### src/rtl/ucq_rr_scheduler_if.sv
// Bus bundle between the engine array, ucq_rr_scheduler and the unit-clause arbiter.
// master: the scheduler side; slave: the engines/arbiter environment.
interface ucq_rr_scheduler_if #(
  parameter int NUM_ENG = 4,
  parameter int LIT_W   = 8,
  parameter int ID_W    = $clog2(NUM_ENG)
);
  logic [NUM_ENG*LIT_W-1:0] eng_uc;
  logic [NUM_ENG-1:0]       eng_empty;
  logic [NUM_ENG-1:0]       eng_pop;
  logic [LIT_W-1:0]         uca_min;
  logic                     uca_valid;
  logic                     uca_pop;
  logic [LIT_W-1:0]         uca_out;
  logic                     uca_out_valid;
  logic                     uca_full;
  logic [NUM_ENG-1:0]       eng_out_full;
  logic [LIT_W-1:0]         bcast_uc;
  logic [NUM_ENG-1:0]       bcast_push;
  logic                     conflict_in;
  logic                     halt;
  logic [ID_W-1:0]          grant_id;

  modport master (
    input  eng_uc, eng_empty, uca_pop, uca_out, uca_out_valid, eng_out_full, conflict_in,
    output eng_pop, uca_min, uca_valid, uca_full, bcast_uc, bcast_push, halt, grant_id
  );

  modport slave (
    output eng_uc, eng_empty, uca_pop, uca_out, uca_out_valid, eng_out_full, conflict_in,
    input  eng_pop, uca_min, uca_valid, uca_full, bcast_uc, bcast_push, halt, grant_id
  );
endinterface

### src/rtl/ucq_rr_scheduler.sv
// Round-robin front end sharing one unit-clause arbiter between NUM_ENG engines.
// Request side: grant one non-empty UCQ_in, pop its head, hold it for the arbiter.
// Response side: 1-entry buffer broadcast to all UCQ_out in lock-step.
// Conflict halts everything until reset.
// Optional macro BCAST_DEDUP_EN: suppress broadcasting a literal equal to the last one pushed.
module ucq_rr_scheduler #(
  parameter int NUM_ENG = 4,
  parameter int LIT_W   = 8,
  parameter int ID_W    = $clog2(NUM_ENG)
) (
  input  logic               clk,
  input  logic               rst_n,
  ucq_rr_scheduler_if.master bus
);

  typedef enum logic [1:0] {S_IDLE, S_HOLD, S_HALT} state_t;

  state_t                         state;
  logic [ID_W-1:0]                rr_ptr;
  logic [ID_W-1:0]                grant_id;
  logic [LIT_W-1:0]               hold_lit;
  logic                           uca_valid;
  logic                           halt;
  logic                           buf_v;
  logic [LIT_W-1:0]               buf_lit;
  logic [NUM_ENG-1:0][LIT_W-1:0]  lit;

  logic                           req_any;
  logic [ID_W-1:0]                grant;
  logic [ID_W-1:0]                next_ptr;
  logic                           take;
  logic [NUM_ENG-1:0]             eng_pop;
  int                             scan_idx;
  logic [ID_W-1:0]                scan_cand;

  logic                           capture;
  logic                           drain;
  logic                           push;
  logic                           buf_clear;
  logic                           any_full;

  // Unpack the flat head-literal bus into one lane per engine.
  for (genvar g = 0; g < NUM_ENG; g++) begin : g_lane
    assign lit[g] = bus.eng_uc[g*LIT_W +: LIT_W];
  end

  // Round-robin search: first non-empty engine at or after rr_ptr, wrapping.
  // Scanning from the far end lets the nearest candidate overwrite earlier hits.
  always_comb begin
    req_any   = 1'b0;
    grant     = '0;
    scan_idx  = 0;
    scan_cand = '0;
    for (int k = NUM_ENG-1; k >= 0; k--) begin
      scan_idx = int'(rr_ptr) + k;
      if (scan_idx >= NUM_ENG) scan_idx = scan_idx - NUM_ENG;
      scan_cand = ID_W'(scan_idx);
      if (!bus.eng_empty[scan_cand]) begin
        req_any = 1'b1;
        grant   = scan_cand;
      end
    end
  end

  assign next_ptr = (grant == ID_W'(NUM_ENG-1)) ? '0 : grant + ID_W'(1);

  // A grant is taken only from idle, never in a conflict cycle, never in reset.
  assign take = rst_n && (state == S_IDLE) && req_any && !bus.conflict_in;

  // One-hot pop strobe, live only in the granting cycle.
  always_comb begin
    eng_pop = '0;
    if (take) eng_pop[grant] = 1'b1;
  end

  // Request FSM: idle -> hold until the arbiter pops; conflict is terminal.
  always_ff @(posedge clk or negedge rst_n) begin
    if (!rst_n) begin
      state     <= S_IDLE;
      rr_ptr    <= '0;
      grant_id  <= '0;
      hold_lit  <= '0;
      uca_valid <= 1'b0;
      halt      <= 1'b0;
    end else if (bus.conflict_in) begin
      state     <= S_HALT;
      halt      <= 1'b1;
      uca_valid <= 1'b0;
      hold_lit  <= '0;
    end else begin
      case (state)
        S_IDLE: if (take) begin
          hold_lit  <= lit[grant];
          grant_id  <= grant;
          rr_ptr    <= next_ptr;
          uca_valid <= 1'b1;
          state     <= S_HOLD;
        end
        S_HOLD: if (bus.uca_pop) begin
          uca_valid <= 1'b0;
          state     <= S_IDLE;
        end
        default: ;
      endcase
    end
  end

  // Broadcast buffer: capture only when empty, drain only when full,
  // so capture and drain never share a cycle.
  assign any_full = |bus.eng_out_full;
  assign capture  = bus.uca_out_valid && !buf_v && !halt && !bus.conflict_in;
  assign drain    = buf_v && !bus.conflict_in;

`ifdef BCAST_DEDUP_EN
  logic [LIT_W-1:0] last_bcast;
  logic             dup;

  // A repeat of the last pushed literal is dropped even if some engine is full.
  assign dup       = (buf_lit == last_bcast);
  assign push      = drain && !dup && !any_full;
  assign buf_clear = drain && (dup || !any_full);

  // Remember the last literal that actually reached the engines.
  always_ff @(posedge clk or negedge rst_n) begin
    if (!rst_n)    last_bcast <= '0;
    else if (push) last_bcast <= buf_lit;
  end
`else
  assign push      = drain && !any_full;
  assign buf_clear = push;
`endif

  // Buffer state; conflict flushes it, a valid while occupied is ignored.
  always_ff @(posedge clk or negedge rst_n) begin
    if (!rst_n) begin
      buf_v   <= 1'b0;
      buf_lit <= '0;
    end else if (bus.conflict_in) begin
      buf_v   <= 1'b0;
    end else if (capture) begin
      buf_v   <= 1'b1;
      buf_lit <= bus.uca_out;
    end else if (buf_clear) begin
      buf_v   <= 1'b0;
    end
  end

  assign bus.eng_pop    = eng_pop;
  assign bus.uca_min    = hold_lit;
  assign bus.uca_valid  = uca_valid;
  assign bus.uca_full   = buf_v;
  assign bus.bcast_uc   = buf_lit;
  assign bus.bcast_push = {NUM_ENG{push}};
  assign bus.halt       = halt;
  assign bus.grant_id   = grant_id;

endmodule
### src/flat_wrapper.sv
// flat-port wrapper written by rule: the top's interface ports become plain ports
module ucq_rr_scheduler_flat 
#(
  parameter int NUM_ENG = 4,
  parameter int LIT_W   = 8,
  parameter int ID_W    = $clog2(NUM_ENG)
)
  (clk, rst_n, bus_eng_uc, bus_eng_empty, bus_uca_pop, bus_uca_out, bus_uca_out_valid, bus_eng_out_full, bus_conflict_in, bus_eng_pop, bus_uca_min, bus_uca_valid, bus_uca_full, bus_bcast_uc, bus_bcast_push, bus_halt, bus_grant_id);
  ucq_rr_scheduler_if #(.NUM_ENG(NUM_ENG), .LIT_W(LIT_W), .ID_W(ID_W)) bus_i ();
  input  logic clk;
  input  logic rst_n;
  input wire logic [$bits(bus_i.eng_uc)-1:0] bus_eng_uc;
  input wire logic [$bits(bus_i.eng_empty)-1:0] bus_eng_empty;
  input wire logic [$bits(bus_i.uca_pop)-1:0] bus_uca_pop;
  input wire logic [$bits(bus_i.uca_out)-1:0] bus_uca_out;
  input wire logic [$bits(bus_i.uca_out_valid)-1:0] bus_uca_out_valid;
  input wire logic [$bits(bus_i.eng_out_full)-1:0] bus_eng_out_full;
  input wire logic [$bits(bus_i.conflict_in)-1:0] bus_conflict_in;
  output wire logic [$bits(bus_i.eng_pop)-1:0] bus_eng_pop;
  output wire logic [$bits(bus_i.uca_min)-1:0] bus_uca_min;
  output wire logic [$bits(bus_i.uca_valid)-1:0] bus_uca_valid;
  output wire logic [$bits(bus_i.uca_full)-1:0] bus_uca_full;
  output wire logic [$bits(bus_i.bcast_uc)-1:0] bus_bcast_uc;
  output wire logic [$bits(bus_i.bcast_push)-1:0] bus_bcast_push;
  output wire logic [$bits(bus_i.halt)-1:0] bus_halt;
  output wire logic [$bits(bus_i.grant_id)-1:0] bus_grant_id;
  assign bus_i.eng_uc = bus_eng_uc;
  assign bus_i.eng_empty = bus_eng_empty;
  assign bus_i.uca_pop = bus_uca_pop;
  assign bus_i.uca_out = bus_uca_out;
  assign bus_i.uca_out_valid = bus_uca_out_valid;
  assign bus_i.eng_out_full = bus_eng_out_full;
  assign bus_i.conflict_in = bus_conflict_in;
  assign bus_eng_pop = bus_i.eng_pop;
  assign bus_uca_min = bus_i.uca_min;
  assign bus_uca_valid = bus_i.uca_valid;
  assign bus_uca_full = bus_i.uca_full;
  assign bus_bcast_uc = bus_i.bcast_uc;
  assign bus_bcast_push = bus_i.bcast_push;
  assign bus_halt = bus_i.halt;
  assign bus_grant_id = bus_i.grant_id;
  ucq_rr_scheduler #(.NUM_ENG(NUM_ENG), .LIT_W(LIT_W), .ID_W(ID_W)) u_core (.clk(clk), .rst_n(rst_n), .bus(bus_i));
endmodule
### config.mk
export PLATFORM = sky130hd
export DESIGN_NAME = ucq_rr_scheduler_flat
export DESIGN_NICKNAME = d
export VERILOG_FILES = /design/src/rtl/ucq_rr_scheduler_if.sv /design/src/rtl/ucq_rr_scheduler.sv /design/src/flat_wrapper.sv
export SDC_FILE = /design/constraint.sdc
export NUM_CORES = 1
export LEC_CHECK = 0
export ABC_AREA = 1
export BUFFER_PORTS_ARGS = -buffer_cell sky130_fd_sc_hd__buf_2
export CAP_MARGIN = 20
export CORE_ASPECT_RATIO = 1.2
export CORE_MARGIN = 5
export CORE_UTILIZATION = 31
export CTS_CLUSTER_DIAMETER = 200
export DETAILED_ROUTE_END_ITERATION = 8
export GPL_TIMING_DRIVEN = 0
export PLACE_DENSITY = 0.69
export SLEW_MARGIN = 20
export SYNTH_ARGS = -nofsm -noshare
export SYNTH_HDL_FRONTEND = slang
export SYNTH_SLANG_ARGS = --single-unit
### constraint.sdc
create_clock -name clk -period 2.7 [get_ports clk]
set_clock_uncertainty 0.2 [all_clocks]
set_input_delay 0.27 -clock clk [delete_from_list [all_inputs] [get_ports clk]]
set_output_delay 0.27 -clock clk [all_outputs]
set_load 0.05 [all_outputs]
Word level (Yosys, flattened, before mapping)
Index checks and enable logic that the tools add are counted.
- register bits: 25
- input port bits: 53
- output and inout port bits: 29
- logic and storage cells: 94
- add/subtract/negate cells: 8
- $lt $le $gt $ge: 10
- eq/ne operators: 4
- multiplexer cells: 40
- bitwise logic cells: 1
- reductions and logical operators: 23
- operators with widths (cell ; count):
    $mux 8 ; 4
    $mux 2 ; 12
    $bmux 8 s2 ; 1
    $lt 2x3->1 const B ; 5
    $mux 1 ; 15
    $ge 3x3->1 const B ; 3
    $logic_and 1x1->1 ; 9
    $bmux 1 s2 ; 4
    $sub 2x1->2 const B ; 4
    $add 2x2->3 const B ; 2
    $reduce_and 3->1 ; 2
    $reduce_bool 3->1 ; 2
    $logic_not 1->1 ; 4
    $mux 4 ; 1
    $pmux 2 s2 ; 1
    $reduce_and 2->1 ; 2
    $reduce_bool 2->1 ; 2
    $reduce_or 4->1 ; 1
    $add 2x1->3 const B ; 1
    $ge 2x3->1 const B ; 1
    $ne 3x2->1 const B ; 1
    $ne 3x3->1 const B ; 1
    $add 2x1->2 const B ; 1
    $demux 1 s2 ; 1
    6 further kinds ; 6

Longest topological paths before layout
Gate-level depths: netlist of run 1.
- depth after elaboration: 14
- mapped depth: 14
- mapped depth without buffers: 13

Worst setup path before layout of run 1
Ideal clock, no wire load.
- kind: reg-to-output
- start: register u_core.rr_ptr[0]
- end: output port bus_eng_pop[0]
- arrival time: 2.122 ns
- required time: 2.230 ns
- slack: 0.108 ns
- stages on the path, launching flop included: 14
- buffers on the path: 1
- cell sequence: dfrtp_1 -> inv_2 -> nand2_1 -> nand2_2 -> nand2_1 -> o21ai_2 -> nand2_1 -> nand2_4 -> nand2_4 -> buf_6 -> inv_4 -> ha_1 -> inv_1 -> nor2_1
- longest elaborated chain between the ends: 14
- elaborated cells on any way between the ends: 39
- classes of those cells: add/sub (7); order compare (6); mux (23); reduce/logical (3)
- ends and longest elaborated chain (item ; RTL line ; source):
    from (decl) ; ucq_rr_scheduler.sv:19 ; logic [ID_W-1:0] rr_ptr;
    from (signal assigned) ; ucq_rr_scheduler.sv:95 ; rr_ptr <= next_ptr;
    $add 2x2->3 ; ucq_rr_scheduler.sv:55 ; scan_idx = int'(rr_ptr) + k;
    $ge 3x3->1 / $sub 2x1->2 (equally long branches) ; ucq_rr_scheduler.sv:56 ; if (scan_idx >= NUM_ENG) scan_idx = scan_idx - NUM_ENG;
    $mux 2 ; ucq_rr_scheduler.sv:56 ;
    $bmux 1 s2 ; ucq_rr_scheduler.sv:58 ; if (!bus.eng_empty[scan_cand]) begin
    $mux 1 (not written as such) ; ucq_rr_scheduler.sv:58 ;
    $mux 2 (4 in series) ; ucq_rr_scheduler.sv:58 ;
    $lt 2x3->1 (not written as such) / $ge 2x1->1 (equally long branches) ; ucq_rr_scheduler.sv:73 ; if (take) eng_pop[grant] = 1'b1;
    $logic_and 1x1->1 (not written as such) ; ucq_rr_scheduler.sv:73 ;
    $mux 1 (not written as such) ; ucq_rr_scheduler.sv:73 ;
    $demux 1 s2 ; n/a ;
    $mux 4 * ; ucq_rr_scheduler.sv:73 ;
    to (decl) ; flat_wrapper.sv:19 ; output wire logic [$bits(bus_i.eng_pop)-1:0] bus_eng_pop;
Mark *: on every way between the ends. The rest lies on a longest branch, timed or not. The select of a mux whose other input is x is not followed.

Worst setup path after layout of run 1
- start: register u_core.rr_ptr[0]
- end: output port bus_eng_pop[2]
The elaborated chain is that of the path after synthesis.

==> flow_summary.json, run 1 <==
{
  "fin_setup_tns_ns": 0,
  "wl_met2_mm": 2.473,
  "antenna_cells": 0,
  "dr_wl_met3_um": 280,
  "grt_pass1_wl_mm": 6.741,
  "finalNonFillerCells": 387,
  "die_area_um2": 6848,
  "multi_input_area_um2": 890.9,
  "grt_max_degree": 25,
  "clk_pin_slew_ns": 0.08,
  "antenna_found_initial": 0,
  "register_area_um2": 603.1,
  "switching_share_pct": 37.00,
  "synth_nets": 279,
  "cap_violations": 0,
  "synth_warnings": 0,
  "comb_power_share_pct": 46.7,
  "cts_made_buffers": 3,
  "cp-end-kind": "output pin",
  "wl_mm": 4.446,
  "dp.final_hpwl_mm": 3.430,
  "max_freq_ghz": 0.3839,
  "clkSinkCount": 24,
  "first_global_vias": 1564,
  "final_max_slew_viol_count": 0,
  "cts_root_buf": "clkbuf_8",
  "hold_violations": 0,
  "grt_usage_pct": 11.64,
  "fillers": 547,
  "io_buffer_count": 81,
  "power.share.clock_pct": 20.2,
  "synth-main-ff-cell": "dfrtp_1",
  "seqPwrFrac_pct": 33.1,
  "clockBufferDepth": 2,
  "vias": 1747,
  "startpoint": "u_core.rr_ptr[0]",
  "p_leak_uw": 0.001380,
  "die_h_um": 89.66,
  "final_common_cell": "buf_2",
  "min_period_ns": 2.605,
  "peakVddDrop_mv": 0.1776,
  "rows": 29,
  "start_kind": "flip-flop",
  "netlist_area_um2": 1639,
  "final_cell_mix": "78 x buf_2, 62 x nand2_1, 34 x nand3_1",
  "route.detailed.drc": 0,
  "switchingPower_uw": 433.3,
  "status": "finished, final reports clean",
  "insertion_delay_ns": 0.26,
  "fin_crit_sh_pct": 96.47,
  "required_ns": 2.23,
  "maxSlewHeadroom_pct": 65.81,
  "initial_core_util_pct": 31.37,
  "viasPerCell": 4.514,
  "cts_htree_levels": 1,
  "drive_above_1_share_pct": 47.08,
  "worst-slew-pin-transition_ns": 0.5129,
  "placed_cell_area_um2": 2122,
  "cts_tree": "done",
  "min_path_type": "input port to flip-flop",
  "ys_seq_elements": 24,
  "avgSynthCellArea_um2": 7.383,
  "p_int_uw": 737.8,
  "arrival_ns": 2.13,
  "met1Wirelength_mm": 1.686,
  "r2r_start": "u_core.rr_ptr[0]",
  "utilization_pct": 46.12,
  "fin_area_um2": 2410,
  "first_pass_iters": 4,
  "place.gp.congestion": 0.8021,
  "synth_cell_types": 26,
  "synth_seq_area_share_pct": 36.64,
  "crit_type": "flip-flop to output pin",
  "chipWidth_um": 76.38,
  "post-place-cells": 365,
  "ys_async_sr_fraction_pct": 100.0,
  "overflow": 0,
  "worstHoldStart": "bus_uca_out[7]",
  "area_growth_pct": 47.02,
  "antenna_left": 0,
  "wire_per_inst_um": 11.49,
  "finalNetCount": 383,
  "synth_edf_count": 0,
  "powerDensity_nw_per_um2": 486.0,
  "critPathMaxFanout": 6,
  "ioPinCount": 82,
  "core_um2": 5225,
  "maxUsedRoutingLayer": "met4",
  "finalSetupViolations": 0,
  "drt_iter0_drc": 64,
  "syn_inst": 222
}
==> cell usage after synthesis, types with 2 or more instances <==
cell type / instances / area [µm²]
ha_1: 4 / 50.05
dfrtp_1: 24 / 600.6
nor2_2: 4 / 25.02
mux2_2: 8 / 90.09
nand2_4: 4 / 45.04
nand2_1: 65 / 244.0
or2_2: 2 / 12.51
or2_1: 3 / 18.77
o21ai_0: 7 / 35.03
inv_2: 5 / 18.77
inv_1: 26 / 97.59
nor2_1: 10 / 37.54
nand2_2: 4 / 25.02
o21ai_2: 3 / 26.28
nand3_1: 34 / 170.2
buf_6: 3 / 33.78
buf_4: 4 / 30.03
o21ai_1: 4 / 20.02
==> metal layers <==
| layer | track usage [%] | vias to the layer above |
|---|---|---|
| li1 | - | 903 |
| met2 | 21.88 | 45 |
| met5 | 0 | - |
| met3 | 2.894 | 2 |
| met1 | 13.71 | 797 |
| met4 | 1.908 | 0 |
==> what timing repair did <==
item                                    in CTS  in global routing
gates cloned                                 0                  1
pin swaps                                    0                  6
resized for setup                            4                 22
endpoints found under the hold margin       24                 24
hold buffers                                 1                  1
setup buffers                                3                 12
endpoints found under the setup margin       3                  4
==> cell families after synthesis <==
| family | Yosys count | share of synthesized area (%) |
|---|---|---|
| mux | 8 | 5.496 |
| simple gates | 130 | 37.25 |
| fa+ha+maj | 4 | 3.054 |
| flops | 24 | 36.64 |
| buf+inv | 39 | 11.37 |
| compound gates | 17 | 6.183 |
==> power groups by stage <==
stage | clock network, µW | logic [µW] | registers [µW]
floorplan | 0 | 288 | 425
global placement | 0 | 426 | 392
detailed placement | 0 | 434 | 393
CTS | 249 | 446 | 386
global route | 260 | 604 | 389
finish | 237 | 547 | 388
==> sequential cells by signal (all words and copies together), names as in the netlist <==
register	flops
u_core.bus.bcast_uc	8
u_core.state	2
u_core.bus.uca_min	8
u_core.rr_ptr	2
u_core.bus.grant_id	2
u_core.bus.uca_full	1
u_core.bus.halt	1
==> critical path: stages (launching register included) <==
cell and delay (ns):
dfrtp_2 0.49, buf_4 0.17, o21ai_4 0.17, nand2_1 0.07, o21ai_1 0.10, nand2_2 0.08
nand2_4 0.11, nand2_4 0.07, buf_8 0.13, inv_6 0.06, ha_1 0.13, inv_1 0.04
nor2_2 0.08, buf_6 0.16
==> cell type report <==
type	instances	area share, %
Timing Repair Buffer	99	24.04
Multi-Input combinational cell	159	36.97
Tap cell	62	3.219
Sequential cell	24	25.03
Clock buffer	4	2.285
Inverter	32	5.504
Buffer	7	2.960
==> final timing paths <==
kind / to / slack [ns] / cells past startpoint
worst max-delay path: bus_eng_pop[2] / 0.1 / 13
worst min-delay path: u_core.bus.bcast_uc[7] / 0.04 / 2
worst max register to register: u_core.bus.uca_min[1] / 0.56 / 13
worst min register to register: u_core.bus.halt / 0.27 / 2
max in group asynchronous: u_core.rr_ptr[0] / 1.51 / 3
min in group asynchronous: u_core.bus.halt / 0.42 / 3
==> per-stage QoR <==
stage          hold WS, ns  setup slack, ns  power (µW)
4_1_cts            0.03091          0.01344        1081
3_5_place_dp       0.09065           0.2341       826.4
5_1_grt            0.03040         -0.02966        1254
3_3_place_gp       0.08859           0.2436       818.3
2_1_floorplan      -0.2256           0.1085       713.3
6_report           0.03827          0.09543        1171
No activity file was read; power rests on OpenSTA's default activity.
==> run 2: changes to the inputs <==
- PLACE_DENSITY: 0.69 -> default
==> flow_summary.json, run 2 (synthesis results as in run 1) <==
{
  "first_global_vias": 1563,
  "antenna_left": 0,
  "route.detailed.drc": 0,
  "cts_tree": "done",
  "maxSlewHeadroom_pct": 73.07,
  "final_cell_mix": "77 x buf_2, 62 x nand2_1, 34 x nand3_1",
  "insertion_delay_ns": 0.26,
  "fin_area_um2": 2333,
  "overflow": 0,
  "cp-end-kind": "output pin",
  "fin_crit_sh_pct": 94.68,
  "antenna_found_initial": 0,
  "peakVddDrop_mv": 0.1869,
  "initial_core_util_pct": 31.37,
  "area_growth_pct": 42.37,
  "start_kind": "flip-flop",
  "cts_made_buffers": 3,
  "fin_ws_ns": 0.1437,
  "powerDensity_nw_per_um2": 480.1,
  "wl_mm": 4.455,
  "switchingPower_uw": 417.3,
  "dr_wl_met3_um": 197,
  "clockBufferDepth": 2,
  "holdPathEnd": "u_core.bus.bcast_uc[5]",
  "power_uw": 1120,
  "drive_above_1_share_pct": 44.97,
  "timing.rr.end": "u_core.rr_ptr[1]",
  "arrival_ns": 2.09,
  "clk_pin_slew_ns": 0.08,
  "io_buffer_count": 81,
  "met1Wirelength_mm": 1.781,
  "min_path_type": "input port to flip-flop",
  "drt_iter0_drc": 64,
  "comb_power_share_pct": 44.2,
  "utilization_pct": 44.66,
  "cp_cell_sequence": "buf_6, o21ai_2, nand2_1, o21ai_1, nand2_2, nand2_4, nand2_4, buf_8, inv_6, ha_1, inv_1, nor2_1, buf_6",
  "grt_max_degree": 25,
  "rows": 29,
  "wl_met2_mm": 2.437,
  "core_um2": 5225,
  "vias": 1683,
  "worst-slew-pin-transition_ns": 0.4029,
  "reg2reg_slack_ns": 0.59,
  "critPathMaxFanout": 6,
  "final_max_slew_viol_count": 0,
  "cts_htree_levels": 1,
  "worst_path_max_delay_cell": "dfrtp_2",
  "cap_violations": 0,
  "p_leak_uw": 0.001342,
  "dp_slack_ns": 0.2236,
  "critical-path-max-stage-delay_ns": 0.47,
  "r2r_start": "u_core.rr_ptr[0]",
  "finalNetCount": 376,
  "dp.final_hpwl_mm": 3.471,
  "max_freq_ghz": 0.3912,
  "cts_root_buf": "clkbuf_8",
  "die_area_um2": 6848,
  "maxUsedRoutingLayer": "met4",
  "finalSetupViolations": 0,
  "chipWidth_um": 76.38,
  "status": "finished, final reports clean",
  "p_int_uw": 703.1,
  "grt_pass1_wl_mm": 6.872,
  "first_pass_iters": 4,
  "min_period_ns": 2.556,
  "worstRegToRegCells": 10,
  "placed_cell_area_um2": 2122,
  "hold_depth": 2,
  "viasPerCell": 4.429,
  "final_common_cell": "buf_2",
  "timing.hold.ws_ns": 0.03564,
  "clkSinkCount": 24,
  "grt_usage_pct": 12.12,
  "ioPinCount": 82,
  "power.share.clock_pct": 21.2,
  "die_h_um": 89.66,
  "rsz0062_at_grt": "true",
  "switching_share_pct": 37.25,
  "crit_type": "flip-flop to output pin",
  "worstHoldStart": "bus_uca_out[5]",
  "wire_per_inst_um": 11.72,
  "required_ns": 2.23,
  "seqPwrFrac_pct": 34.7,
  "place.gp.congestion": 0.8451,
  "hold_violations": 0,
  "antenna_cells": 0
}
## run 2: changes by cell type in the layout (fill, tap and decap cells not counted), sizes merged
| cell | change |
|---|---|
| buf | -5 |
| clkbuf | -2 |
## run 2: how the worst max path moves through the flow
| stage | start | endpoint | slack [ns] | cells after the start |
|---|---|---|---|---|
| 2_1_floorplan | u_core.rr_ptr[0] | bus_eng_pop[0] | 0.11 | 13 |
| 3_3_place_gp | u_core.rr_ptr[0] | bus_eng_pop[2] | 0.23 | 14 |
| 3_5_place_dp | u_core.rr_ptr[0] | bus_eng_pop[0] | 0.22 | 14 |
| 4_1_cts | u_core.rr_ptr[0] | bus_eng_pop[0] | -0.002 | 14 |
| 5_1_grt | u_core.rr_ptr[0] | bus_eng_pop[0] | -0.01 | 14 |
| 6_report | u_core.rr_ptr[0] | bus_eng_pop[0] | 0.14 | 13 |
## run 2: metal layers
| layer | global-route usage (%) | up-vias |
|---|---|---|
| li1 | - | 893 |
| met1 | 14.49 | 743 |
| met2 | 23.21 | 43 |
| met3 | 1.597 | 4 |
| met4 | 2.862 | 0 |
| met5 | 0 | - |
## run 2: area by class of cell
class / count / area [µm²]
fill: 562 / 2892
multi-input combinational: 159 / 868.3
sequential: 24 / 603.1
timing repair buffer: 92 / 528.0
inverter: 32 / 130.1
tap: 62 / 77.57
buffer: 7 / 71.32
clock buffer: 4 / 55.05
## run 2: repair_timing
action | 4_1_cts | 5_1_grt
pin swaps | 0 | 5
endpoints found under the hold margin | 24 | 0
gates cloned | 0 | 1
setup endpoints to repair | 4 | 4
hold buffers | 2 | 0
resized for setup | 5 | 18
buffers inserted | 3 | 5
## run 2: critical path, delay by kind of cell (launching register included)
kind                       cells  cell delay (ns)
DFF                            1             0.47
adders and majority gates      1             0.13
AOI/OAI and AO/OA              2             0.27
and+or+nand+nor                5             0.40
buffers and inverters          5             0.55
## run 2: power by group through the flow
stage / registers, µW / logic [µW] / clock network [µW]
floorplan: 425 / 288 / 0
global placement: 392 / 431 / 0
detailed placement: 392 / 436 / 0
CTS: 386 / 451 / 248
global route: 391 / 553 / 261
finish: 388 / 495 / 237
## run 2: per-stage QoR
stage	setup TNS [ns]	std cells
6_report	0	380
5_1_grt	-0.02053	380
4_1_cts	-0.002315	374
3_5_place_dp	0	365
3_3_place_gp	0	365
2_1_floorplan	0	222
==> run 3: changes to the inputs <==
==> constraint.sdc (replaced) <==
create_clock -name clk -period 2.7 [get_ports clk]
set_clock_uncertainty 0.2 [all_clocks]
set_input_delay 0.54 -clock clk [delete_from_list [all_inputs] [get_ports clk]]
set_output_delay 0.54 -clock clk [all_outputs]
set_load 0.05 [all_outputs]
==> flow_summary.json, run 3 (synthesis results as in run 1) <==
{
  "status": "finished with violations",
  "violations": "negative setup slack",
  "powerDensity_nw_per_um2": 496.5,
  "worst_path_max_delay_cell": "dfrtp_2",
  "crit_path_frequent_cell": "nand2_4",
  "core_um2": 5225,
  "finalSetupViolations": 4,
  "rows": 29,
  "ioPinCount": 82,
  "fillers": 530,
  "clk_pin_slew_ns": 0.08,
  "cp-end-kind": "output pin",
  "chipWidth_um": 76.38,
  "max_freq_ghz": 0.3589,
  "io_buffer_count": 81,
  "maxSlewHeadroom_pct": 64.40,
  "reg2reg_slack_ns": 0.55,
  "fin_crit_sh_pct": 103.2,
  "power.share.clock_pct": 19.0,
  "p_int_uw": 791.5,
  "area_growth_pct": 56.18,
  "drt_iter0_drc": 53,
  "cts_htree_levels": 1,
  "seqPwrFrac_pct": 30.5,
  "cap_violations": 0,
  "peakVddDrop_mv": 0.2142,
  "route.detailed.drc": 0,
  "first_pass_iters": 4,
  "required_ns": 1.96,
  "grt_max_degree": 25,
  "antenna_cells": 0,
  "first_global_vias": 1702,
  "crit_type": "flip-flop to output pin",
  "utilization_pct": 48.99,
  "switchingPower_uw": 479.5,
  "cts_tree": "done",
  "viasPerCell": 4.499,
  "clockBufferDepth": 2,
  "overflow": 0,
  "cts_root_buf": "clkbuf_8",
  "grt_pass1_wl_mm": 7.603,
  "initial_core_util_pct": 31.37,
  "arrival_ns": 2.05,
  "worst-slew-pin-transition_ns": 0.5339,
  "power_uw": 1271,
  "min_path_type": "input port to asynchronous set/reset pin",
  "antenna_found_initial": 0,
  "cts_made_buffers": 3,
  "critical-path-max-stage-delay_ns": 0.49,
  "final_max_slew_viol_count": 0,
  "timing.hold.ws_ns": 0.1577,
  "final_common_cell": "buf_2",
  "fin_ws_ns": -0.08619,
  "die_h_um": 89.66,
  "comb_power_share_pct": 50.6,
  "rsz0062_at_grt": "true",
  "hold_violations": 0,
  "cp_cell_sequence": "buf_4, nand2_2, nand2_4, o21ai_2, nand2_2, nand2_4, nand2_4, buf_8, inv_8, ha_4, inv_2, nor2_2, buf_6",
  "insertion_delay_ns": 0.26,
  "clkSinkCount": 24,
  "start_kind": "flip-flop",
  "p_leak_uw": 0.001428,
  "min_period_ns": 2.786,
  "finalNetCount": 391,
  "antenna_left": 0,
  "critPathMaxFanout": 6,
  "final_cell_mix": "77 x buf_2, 48 x nand2_1, 34 x nand3_1",
  "grt_usage_pct": 13.23,
  "finalNonFillerCells": 395,
  "drive_above_1_share_pct": 54.65,
  "vias": 1777,
  "place.gp.congestion": 0.8068,
  "wl_mm": 4.766,
  "switching_share_pct": 37.73,
  "die_area_um2": 6848,
  "wire_per_inst_um": 12.07,
  "post-place-cells": 365,
  "dp.final_hpwl_mm": 3.473
}
[run 3: changes by cell type in the layout (fill, tap and decap cells not counted), moves of 3 or more]
cell,before,now
nand2_2,7,17
nand2_4,4,8
ha_1,4,1
nand2_1,62,48
nor2_1,8,5
buf_4,13,28
[run 3: final cells by class]
type / count / area [µm²] / area share, %
Multi-Input combinational cell: 159 / 982.2 / 38.37
Clock buffer: 4 / 55.05 / 2.151
Buffer: 7 / 67.56 / 2.639
Tap cell: 62 / 77.57 / 3.030
Timing Repair Buffer: 107 / 636.9 / 24.88
Inverter: 32 / 137.6 / 5.376
Sequential cell: 24 / 603.1 / 23.56
[run 3: path summary, 6_finish.rpt]
check                                   endpoint  depth (start not counted)             start
max in group asynchronous       u_core.rr_ptr[1]                          2             rst_n
min                        u_core.bus.uca_min[2]                          2             rst_n
max reg2reg                u_core.bus.uca_min[0]                         14  u_core.rr_ptr[0]
min in group clk                 u_core.bus.halt                          2   u_core.bus.halt
max                               bus_eng_pop[0]                         13  u_core.rr_ptr[0]
min reg2reg                      u_core.bus.halt                          2   u_core.bus.halt
[run 3: metrics by stage]
step	setup WS, ns	area, µm²	setup TNS, ns
floorplan	0.01796	1649	0
global placement	-0.2032	2132	-0.7784
detailed placement	-0.2100	2132	-0.8009
CTS	-0.03958	2482	-0.1144
global route	-0.2303	2560	-0.8480
finish	-0.08619	2560	-0.2612
[run 3: routing by layer]
metal | vias to the layer above | share of wire [%] | global-route usage (%)
li1 | 921 | - | -
met3 | 6 | 3.9 | 1.796
met4 | 0 | 0.88 | 3.657
met2 | 46 | 55 | 24.45
met5 | - | 0 | 0
met1 | 804 | 40 | 16.26
[run 3: power groups by stage]
stage	Sequential (µW)	Clock, µW	Combinational (µW)
after floorplan	425	0	292
after global placement	392	0	435
after detailed placement	392	0	439
after CTS	385	250	598
after global routing	389	269	713
final	387	241	643
[run 3: timing repair]
| item | in CTS | in global routing |
|---|---|---|
| endpoints found under the hold margin | 24 | 0 |
| hold buffers | 1 | 0 |
| pin swaps | 22 | 10 |
| gates resized for setup | 42 | 14 |
| endpoints found under the setup margin | 4 | 4 |
| setup buffers | 19 | 5 |
| cloned | 1 | 0 |
[run 3: worst max-delay path, delay by kind of cell, from the launching register on]
family                   cells  cell delay (ns)
AO/OA/AOI/OAI                1             0.15
buffers and inverters        5             0.52
AND/OR/NAND/NOR              6             0.49
adder cells (fa/ha/maj)      1             0.11
flip-flops                   1             0.49
